### src/rtl/shift_ctrl_pkg.sv
// Shared types and constants for the shift arbiter controller.
package shift_ctrl_pkg;

    localparam int MAX_LEN = 8;
    localparam int LEN_W   = 4;

    typedef enum logic [1:0] {
        ST_IDLE  = 2'd0,
        ST_SHIFT = 2'd1,
        ST_DONE  = 2'd2
    } state_e;

    typedef struct packed {
        logic             left;
        logic [LEN_W-1:0] len;
        logic             id;
    } job_t;

    // A zero or oversized length request runs the full register width.
    function automatic logic [LEN_W-1:0] eff_len(input logic [LEN_W-1:0] len);
        if (len == '0 || len > LEN_W'(MAX_LEN)) begin
            return LEN_W'(MAX_LEN);
        end
        return len;
    endfunction

endpackage

### src/rtl/shift_core.sv
// Loadable bidirectional shift register with serial in/out.
module shift_core #(
    parameter int WIDTH = 8
) (
    input  logic             clk,
    input  logic             reset_n,
    input  logic             load,
    input  logic             shift_en,
    input  logic             left,
    input  logic             sdi,
    input  logic [WIDTH-1:0] d,
    output logic [WIDTH-1:0] q,
    output logic             sdo
);

    logic [WIDTH-1:0] q_q, q_d;

    always_comb begin
        q_d = q_q;
        if (load) begin
            q_d = d;
        end else if (shift_en) begin
            if (left) begin
                q_d = {q_q[WIDTH-2:0], sdi};
            end else begin
                q_d = {sdi, q_q[WIDTH-1:1]};
            end
        end
    end

    always_ff @(posedge clk) begin
        if (!reset_n) begin
            q_q <= '0;
        end else begin
            q_q <= q_d;
        end
    end

    assign q   = q_q;
    assign sdo = left ? q_q[WIDTH-1] : q_q[0];

endmodule

### src/rtl/shift_arbiter_ctrl.sv
// Two-requester round-robin front end driving a serial shift job,
// returning the final register value on a valid/ready response.
module shift_arbiter_ctrl
    import shift_ctrl_pkg::*;
#(
    parameter int WIDTH = 8
) (
    input  logic             clk,
    input  logic             reset_n,
    input  logic             a_valid,
    output logic             a_ready,
    input  logic [WIDTH-1:0] a_data,
    input  logic             a_left,
    input  logic [3:0]       a_len,
    input  logic             b_valid,
    output logic             b_ready,
    input  logic [WIDTH-1:0] b_data,
    input  logic             b_left,
    input  logic [3:0]       b_len,
    input  logic             sdi,
    output logic             sdo,
    output logic             sdo_valid,
    output logic             rsp_valid,
    input  logic             rsp_ready,
    output logic [WIDTH-1:0] rsp_data,
    output logic             rsp_id
);

    state_e           state_q, state_d;
    logic             ptr_q, ptr_d;
    logic [LEN_W-1:0] cnt_q, cnt_d;
    logic             dir_q, dir_d;
    logic             id_q, id_d;

    logic             grant_b;
    logic             load;
    logic             shift_en;
    job_t             job;
    logic [WIDTH-1:0] load_data;
    logic [WIDTH-1:0] core_q;
    logic             core_sdo;

    // Pointer only matters when both ask; a lone requester always wins.
    assign grant_b   = b_valid & (~a_valid | ptr_q);
    assign load_data = grant_b ? b_data : a_data;

    always_comb begin
        job.left = grant_b ? b_left : a_left;
        job.len  = eff_len(grant_b ? b_len : a_len);
        job.id   = grant_b;
    end

    always_comb begin
        state_d   = state_q;
        ptr_d     = ptr_q;
        cnt_d     = cnt_q;
        dir_d     = dir_q;
        id_d      = id_q;
        a_ready   = 1'b0;
        b_ready   = 1'b0;
        load      = 1'b0;
        shift_en  = 1'b0;
        sdo_valid = 1'b0;
        sdo       = 1'b0;
        rsp_valid = 1'b0;

        unique case (state_q)
            ST_IDLE: begin
                if (a_valid || b_valid) begin
                    a_ready = ~grant_b;
                    b_ready = grant_b;
                    load    = 1'b1;
                    ptr_d   = ~grant_b;
                    dir_d   = job.left;
                    cnt_d   = job.len;
                    id_d    = job.id;
                    state_d = ST_SHIFT;
                end
            end
            ST_SHIFT: begin
                shift_en  = 1'b1;
                sdo_valid = 1'b1;
                sdo       = core_sdo;
                cnt_d     = cnt_q - LEN_W'(1);
                if (cnt_q == LEN_W'(1)) begin
                    state_d = ST_DONE;
                end
            end
            ST_DONE: begin
                rsp_valid = 1'b1;
                if (rsp_ready) begin
                    state_d = ST_IDLE;
                end
            end
            default: begin
                state_d = ST_IDLE;
            end
        endcase

        // Outputs are quiet for as long as reset is held, not just after the edge.
        if (!reset_n) begin
            a_ready   = 1'b0;
            b_ready   = 1'b0;
            sdo_valid = 1'b0;
            sdo       = 1'b0;
            rsp_valid = 1'b0;
        end
    end

    always_ff @(posedge clk) begin
        if (!reset_n) begin
            state_q <= ST_IDLE;
            ptr_q   <= 1'b0;
            cnt_q   <= '0;
            dir_q   <= 1'b0;
            id_q    <= 1'b0;
        end else begin
            state_q <= state_d;
            ptr_q   <= ptr_d;
            cnt_q   <= cnt_d;
            dir_q   <= dir_d;
            id_q    <= id_d;
        end
    end

    assign rsp_data = rsp_valid ? core_q : '0;
    assign rsp_id   = rsp_valid & id_q;

    shift_core #(
        .WIDTH (WIDTH)
    ) u_core (
        .clk      (clk),
        .reset_n  (reset_n),
        .load     (load),
        .shift_en (shift_en),
        .left     (dir_q),
        .sdi      (sdi),
        .d        (load_data),
        .q        (core_q),
        .sdo      (core_sdo)
    );

endmodule

### config.mk
export PLATFORM = sky130hd
export DESIGN_NAME = shift_arbiter_ctrl
export DESIGN_NICKNAME = d
export VERILOG_FILES = /design/src/rtl/shift_ctrl_pkg.sv /design/src/rtl/shift_core.sv /design/src/rtl/shift_arbiter_ctrl.sv
export SDC_FILE = /design/constraint.sdc
export NUM_CORES = 1
export LEC_CHECK = 0
export ABC_AREA = 1
export ABC_CLOCK_PERIOD_IN_PS = 1600
export BUFFER_PORTS_ARGS = -buffer_cell sky130_fd_sc_hd__buf_2
export CAP_MARGIN = 20
export CORE_MARGIN = 2
export CORE_UTILIZATION = 49
export CTS_CLUSTER_DIAMETER = 100
export DETAILED_ROUTE_END_ITERATION = 6
export PLACE_DENSITY = 0.76
export SLEW_MARGIN = 20
export SYNTH_ARGS = -nofsm -noshare
export SYNTH_HDL_FRONTEND = slang
export SYNTH_HIERARCHICAL = 1
export SYNTH_SLANG_ARGS = --single-unit
### constraint.sdc
create_clock -name clk -period 1.6 [get_ports clk]
set_clock_uncertainty 0.2 [all_clocks]
set_input_delay 0.4 -clock clk [delete_from_list [all_inputs] [get_ports clk]]
set_output_delay 0.4 -clock clk [all_outputs]
set_load 0.01 [all_outputs]
==> results of run 1 <==
==> stage by stage <==
stage	power (mW)	instances
2_1_floorplan	0.894	215
3_3_place_gp	1.04	300
3_5_place_dp	1.05	300
4_1_cts	1.31	306
5_1_grt	1.43	307
6_report	1.34	307
==> layout by cell type (no fill, tap or decap) <==
| master | synthesis | routed |
|---|---|---|
| a21oi_1 | 19 | 19 |
| a21oi_2 | 2 | 2 |
| a21oi_4 | 1 | 1 |
| buf_2 | 0 | 42 |
| buf_4 | 0 | 15 |
| buf_6 | 3 | 4 |
| clkbuf_1 | 0 | 1 |
| clkbuf_4 | 0 | 3 |
| dfxtp_1 | 17 | 12 |
| dfxtp_2 | 0 | 3 |
| dfxtp_4 | 0 | 2 |
| ha_1 | 2 | 2 |
| inv_1 | 31 | 28 |
| inv_2 | 6 | 10 |
| inv_4 | 1 | 1 |
| nand2_1 | 82 | 81 |
| nand2_2 | 6 | 7 |
| nand2_4 | 1 | 1 |
| nand3_1 | 9 | 7 |
| nand3_2 | 1 | 2 |
| nand3_4 | 0 | 1 |
| nand3b_1 | 1 | 1 |
| nor2_1 | 16 | 14 |
| nor2_2 | 1 | 2 |
| nor2_4 | 1 | 2 |
| nor2_8 | 1 | 1 |
| nor3_1 | 1 | 1 |
| nor3_4 | 0 | 1 |
| o211ai_1 | 1 | 1 |
| o21ai_0 | 5 | 4 |
| o21ai_1 | 1 | 2 |
| o21ai_2 | 1 | 1 |
| o22ai_1 | 1 | 1 |
| o41ai_1 | 1 | 1 |
| xnor2_1 | 1 | 1 |
==> final cells by class <==
type	instances	area [µm²]	share of cell area [%]
Tap cell	30	37.5	2.18
Multi-Input combinational cell	156	792	45.9
Sequential cell	17	352	20.4
Inverter	39	149	8.64
Clock buffer	4	26.3	1.52
Timing Repair Buffer	61	368	21.3
==> synth_stat cells (all sizes together) <==
master / count
clkinv: 1
o41ai: 1
nand2: 89
o211ai: 1
nand3: 10
dfxtp: 17
o21ai: 7
nor3: 2
a21oi: 22
nor2: 19
ha: 2
buf: 3
o22ai: 1
inv: 38
xnor2: 1
nand3b: 1
==> kinds of logic after synthesis <==
group,Yosys count,share of synthesized area [%]
AO/OA/AOI/OAI,32,14.9
XOR/XNOR,1,0.685
adder cells (fa/ha/maj),2,1.96
buffers and inverters,42,14.3
flip-flops,17,26.6
AND/OR/NAND/NOR,121,41.6
==> routing by layer <==
metal	GRT usage (%)	vias to the layer above
met5	0	-
met4	11.0	0
met3	2.42	6
met2	33.9	59
met1	29.9	592
li1	-	780
==> worst paths after layout <==
path,startpoint,end,slack [ns],depth (start not counted)
max,state_q[1],a_ready,-0.24,6
min,rsp_ready,state_q[1],0.07,2
max reg2reg,state_q[1],u_core/q[6],0.10,8
min reg2reg,id_q,id_q,0.31,2
==> power by group <==
group	internal, mW	total, mW	switching (mW)
sequential	0.481	0.537	0.0563
clock	0.0974	0.243	0.145
combinational	0.240	0.557	0.317
total	0.818	1.34	0.518
==> flip-flops by register name, summed over array words and instances, names as in the netlist <==
name and cells:
cnt_q 4, dir_q 1, id_q 1, ptr_q 1
state_q 2, u_core/q 8
==> worst max-delay path, delay by kind of cell, from the launching register on <==
family | cells | cell delay [ns]
buffers and inverters | 3 | 0.24
DFF | 1 | 0.37
AOI/OAI and AO/OA | 1 | 0.08
and+or+nand+nor | 2 | 0.23
==> timing repair <==
item | CTS | global route
hold endpoints to repair | 0 | 0
gates resized for setup | 11 | 13
endpoints found under the setup margin | 14 | 14
buffers inserted | 2 | 1
pin swaps | 1 | 0
==> results.yml, run 1 <==
synthesis:
  synth_cells: 215
  syn_area_per_cell_um2: 5.95
  ys_seq_area_share_pct: 26.6
  synth_top_area_cell: "dfxtp_1"
  ys_types: 29
  synthesis.nets: 249
  netlist_area_um2: 1280
  synth_top_cells_by_area: "dfxtp_1 (27%), nand2_1 (24%), inv_1 (9.1%)"
  ys_ff_latch: 17
  yosysWarnings: 6
  netlist.area_leader.share_pct: 26.6
route:
  highest_layer: "met4"
  viasPerCell: 4.68
  route.detailed.drc: 0
  dr_total_vias: 1437
  wl_per_cell_um: 10.1
  initialDrtViolationCount: 37
  wl_met3_um: 198
  firstDrtPassIters: 4
  postRouteAntennaNets: 0
  wl_met1_mm: 1.53
  dr_wl_met2_mm: 1.33
  wl_mm: 3.12
power:
  p_per_area_nw_per_um2: 775
  p_leak_nw: 0.956
  ir_drop_mv: 0.517
critical_path:
  crit_slowest_cell: "dfxtp_4"
  critPathCaptureType: "output port"
  cp.required_ns: 1.00
  cpMostUsedCell: "inv_2"
  crit_chain: "nor2_4 > o21ai_2 > inv_2 > nand3_2 > inv_2 > buf_6"
  startpoint_type: "register"
  cp_max_fo: 3
  crit_arrival_ns: 1.24
  worst_path_largest_cell_delay_ns: 0.37
  critical_path_class: "reg2out"
timing:
  hold_viol: 0
  rsz0062_at_grt: "yes"
  post-route-min-period_ns: 1.84
  clock.fmax_ghz: 0.544
  maxSlewHeadroom_pct: 82.4
  worst_pin_slew_ns: 0.260
  whs_ns: 0.0661
  fin_ws_ns: -0.238
  timing.final.crit_share_pct: 115
  setup_viol: 14
  fin_tns_setup_ns: -2.83
  slew_viol_final: 0
hold_path:
  min_path_type: "in2reg"
die:
  chipWidth_um: 55.1
  num_io_pins: 46
  row_count: 18
  placeableCoreArea_um2: 2480
  fp.dieH_um: 55.1
  die_area_um2: 3030
  start_util_pct: 51.6
clock_network:
  hold_buffers: 0
  cts_inserted_buffers: 3
  clockRootBuffer: "clkbuf_4"
  clk_path_buf_depth: 2
  path_clk_slew_ns: 0.11
  cts_tree: "built"
  clock_sinks: 17
  insertion_delay_ns: 0.30
  htreeDepth: 1
layout:
  antenna_cells: 0
  fillers: 247
  post-route-util_pct: 69.6
  areaGrowthSynthToFinish_pct: 34.8
  final_nets: 312
  layout-drive-gt1-share_pct: 36.5
  stdcell_area_um2: 1720
placement:
  io_buffers: 45
  place_congestion: 0.808
  pre_cts_ws_ns: -0.0621
  placed_cell_area_um2: 1610
  dp_hpwl_mm: 2.30
run_status:
  status: "complete, but fails checks"
  violations: "negative setup slack"
grt:
  grt_max_degree: 10
  grt_pass1_wl_mm: 4.72
  antenna_found_initial: 0
  grt_usage_pct: 21.9
  grt-ovfl-total: 0
  grt_pass1_vias: 1141
flow_run:
  maxCapViolations: 0
No activity file was read; power rests on OpenSTA's default activity.
==> run 2: changes to the inputs <==
- ABC_CLOCK_PERIOD_IN_PS: 1600 -> 2190
- CORE_UTILIZATION: 49 -> 53
- HOLD_SLACK_MARGIN: not set -> 0.08
- PLACE_DENSITY: 0.76 -> 0.82
- clock period: 1.6 -> 2.19 ns (I/O delays scaled with it)
==> run 2 against run 1 <==
Against the previous run: the flow now finishes without violations; register-to-register slack improved by 0.54 ns; clock power fell by 28%; total power fell by 31%; routed wire length fell by 5.9%; global-route usage rose by 1.8 points; die area fell by 7.0%; sequential power fell by 28%; worst hold slack improved by 0.15 ns; count of clock-buffer cells in the layout fell by 1.
==> results.yml, run 2 (synthesized netlist as in run 1, its figures left out) <==
timing:
  worst_pin_slew_ns: 0.258
  fin_ws_ns: 0.140
  maxSlewHeadroom_pct: 82.8
  timing.final.crit_share_pct: 93.6
  slew_viol_final: 0
  fin_tns_setup_ns: 0
  clock.fmax_ghz: 0.488
  setup_viol: 0
  hold_viol: 0
  rsz0062_at_grt: "no"
  post-route-min-period_ns: 2.05
placement:
  place_congestion: 0.810
  dp_hpwl_mm: 2.33
  io_buffers: 45
  pre_cts_ws_ns: 0.146
die:
  start_util_pct: 56.7
  row_count: 17
  chipWidth_um: 53.1
  num_io_pins: 46
  fp.dieH_um: 53.1
  die_area_um2: 2820
  placeableCoreArea_um2: 2250
run_status:
  status: "completed"
layout:
  layout_common_cells: "nand2_1 (82), buf_2 (45), inv_1 (31), a21oi_1 (19), dfxtp_1 (17)"
  fillers: 238
  final_nets: 302
  regArea_um2: 340
  areaGrowthSynthToFinish_pct: 23.6
  largest_reg_flops: 8
  post-route-util_pct: 70.1
  antenna_cells: 0
  layout-drive-gt1-share_pct: 29.6
  layout_commonest_cell: "nand2_1"
  multiInputGateArea_um2: 758
critical_path:
  cp_max_fo: 9
  r2r-start: "state_q[1]"
  worstSetupEndpoint: "rsp_data[3]"
  ff2ff_setup_slack_ns: 0.64
  cp.required_ns: 1.44
  rr_endpoint: "u_core/q[6]"
  critical_path_class: "in2out"
  critPathCaptureType: "output port"
  r2r_cells: 8
  cp-startpoint: "reset_n"
  startpoint_type: "input pin"
  crit_arrival_ns: 1.30
flow_run:
  maxCapViolations: 0
clock_network:
  insertion_delay_ns: 0.30
  hold_buffers: 0
  path_clk_slew_ns: 0.11
  clockRootBuffer: "clkbuf_4"
  clock_sinks: 17
  htreeDepth: 1
  clk_path_buf_depth: 2
  cts_tree: "built"
  cts_inserted_buffers: 3
route:
  route.detailed.drc: 0
  dr_total_vias: 1404
  wl_mm: 2.93
  wl_per_cell_um: 9.94
  postRouteAntennaNets: 0
  firstDrtPassIters: 4
  initialDrtViolationCount: 37
  viasPerCell: 4.76
power:
  p_leak_nw: 0.895
  power.share.combinational_pct: 39.2
  sw_frac_of_total_pct: 39.2
  p_seq_share_pct: 41.8
  clockPowerShare_pct: 19.0
  power.net_switching_mw: 0.363
  design_power_total_mw: 0.927
  internal_power_mw: 0.563
  p_per_area_nw_per_um2: 586
  ir_drop_mv: 0.322
grt:
  antenna_found_initial: 0
  grt_usage_pct: 23.6
  grt_pass1_vias: 1166
  grt-ovfl-total: 0
  grt_pass1_wl_mm: 4.89
  grt_max_degree: 13
hold_path:
  min_path_type: "in2reg"
-- run 2: power by group through the flow --
stage	Clock [mW]	Sequential [mW]	Combinational, mW
finish	0.176	0.387	0.363
global route	0.191	0.392	0.415
CTS	0.181	0.386	0.362
detailed placement	0	0.393	0.360
global placement	0	0.392	0.357
floorplan	0	0.383	0.271
-- run 2: how the worst min path moves through the flow --
stage,from,to,slack [ns],cells past startpoint
final,rsp_ready,state_q[1],0.22,2
after global routing,rsp_ready,state_q[1],0.22,2
after CTS,rsp_ready,state_q[1],0.21,2
after detailed placement,id_q,id_q,0.27,2
after global placement,id_q,id_q,0.28,2
after floorplan,id_q,id_q,0.25,2
-- run 2: per-layer routing --
metal,routed length [µm],track usage (%)
met5,0,0
met4,26,8.97
met3,205,3.95
met2,1260,36.7
met1,1440,32.5
-- run 2: what timing repair did --
| action | 4_1_cts | 5_1_grt |
|---|---|---|
| setup buffers | 0 | 0 |
| gates resized for setup | 0 | 1 |
| endpoints found under the setup margin | 0 | 1 |
-- run 2: cell type report --
cell class	instances	area share, %
Multi-Input combinational cell	156	48.0
Sequential cell	17	21.5
Timing Repair Buffer	51	17.1
Inverter	39	9.42
Tap cell	28	2.22
Clock buffer	3	1.43
Clock inverter	1	0.317
-- run 2: critical path, cell delays in order --
cell    delay (ns)
buf_2         0.16
inv_2         0.09
nor3_2        0.15
inv_2         0.11
nor2_1        0.10
buf_2         0.14
-- run 2: through the flow --
stage | instances | hold slack [ns] | instance area (µm²)
6_report | 295 | 0.215 | 1580
5_1_grt | 295 | 0.222 | 1580
4_1_cts | 295 | 0.210 | 1580
3_3_place_gp | 291 | 0.275 | 1550
3_5_place_dp | 291 | 0.268 | 1550
2_1_floorplan | 215 | 0.247 | 1280
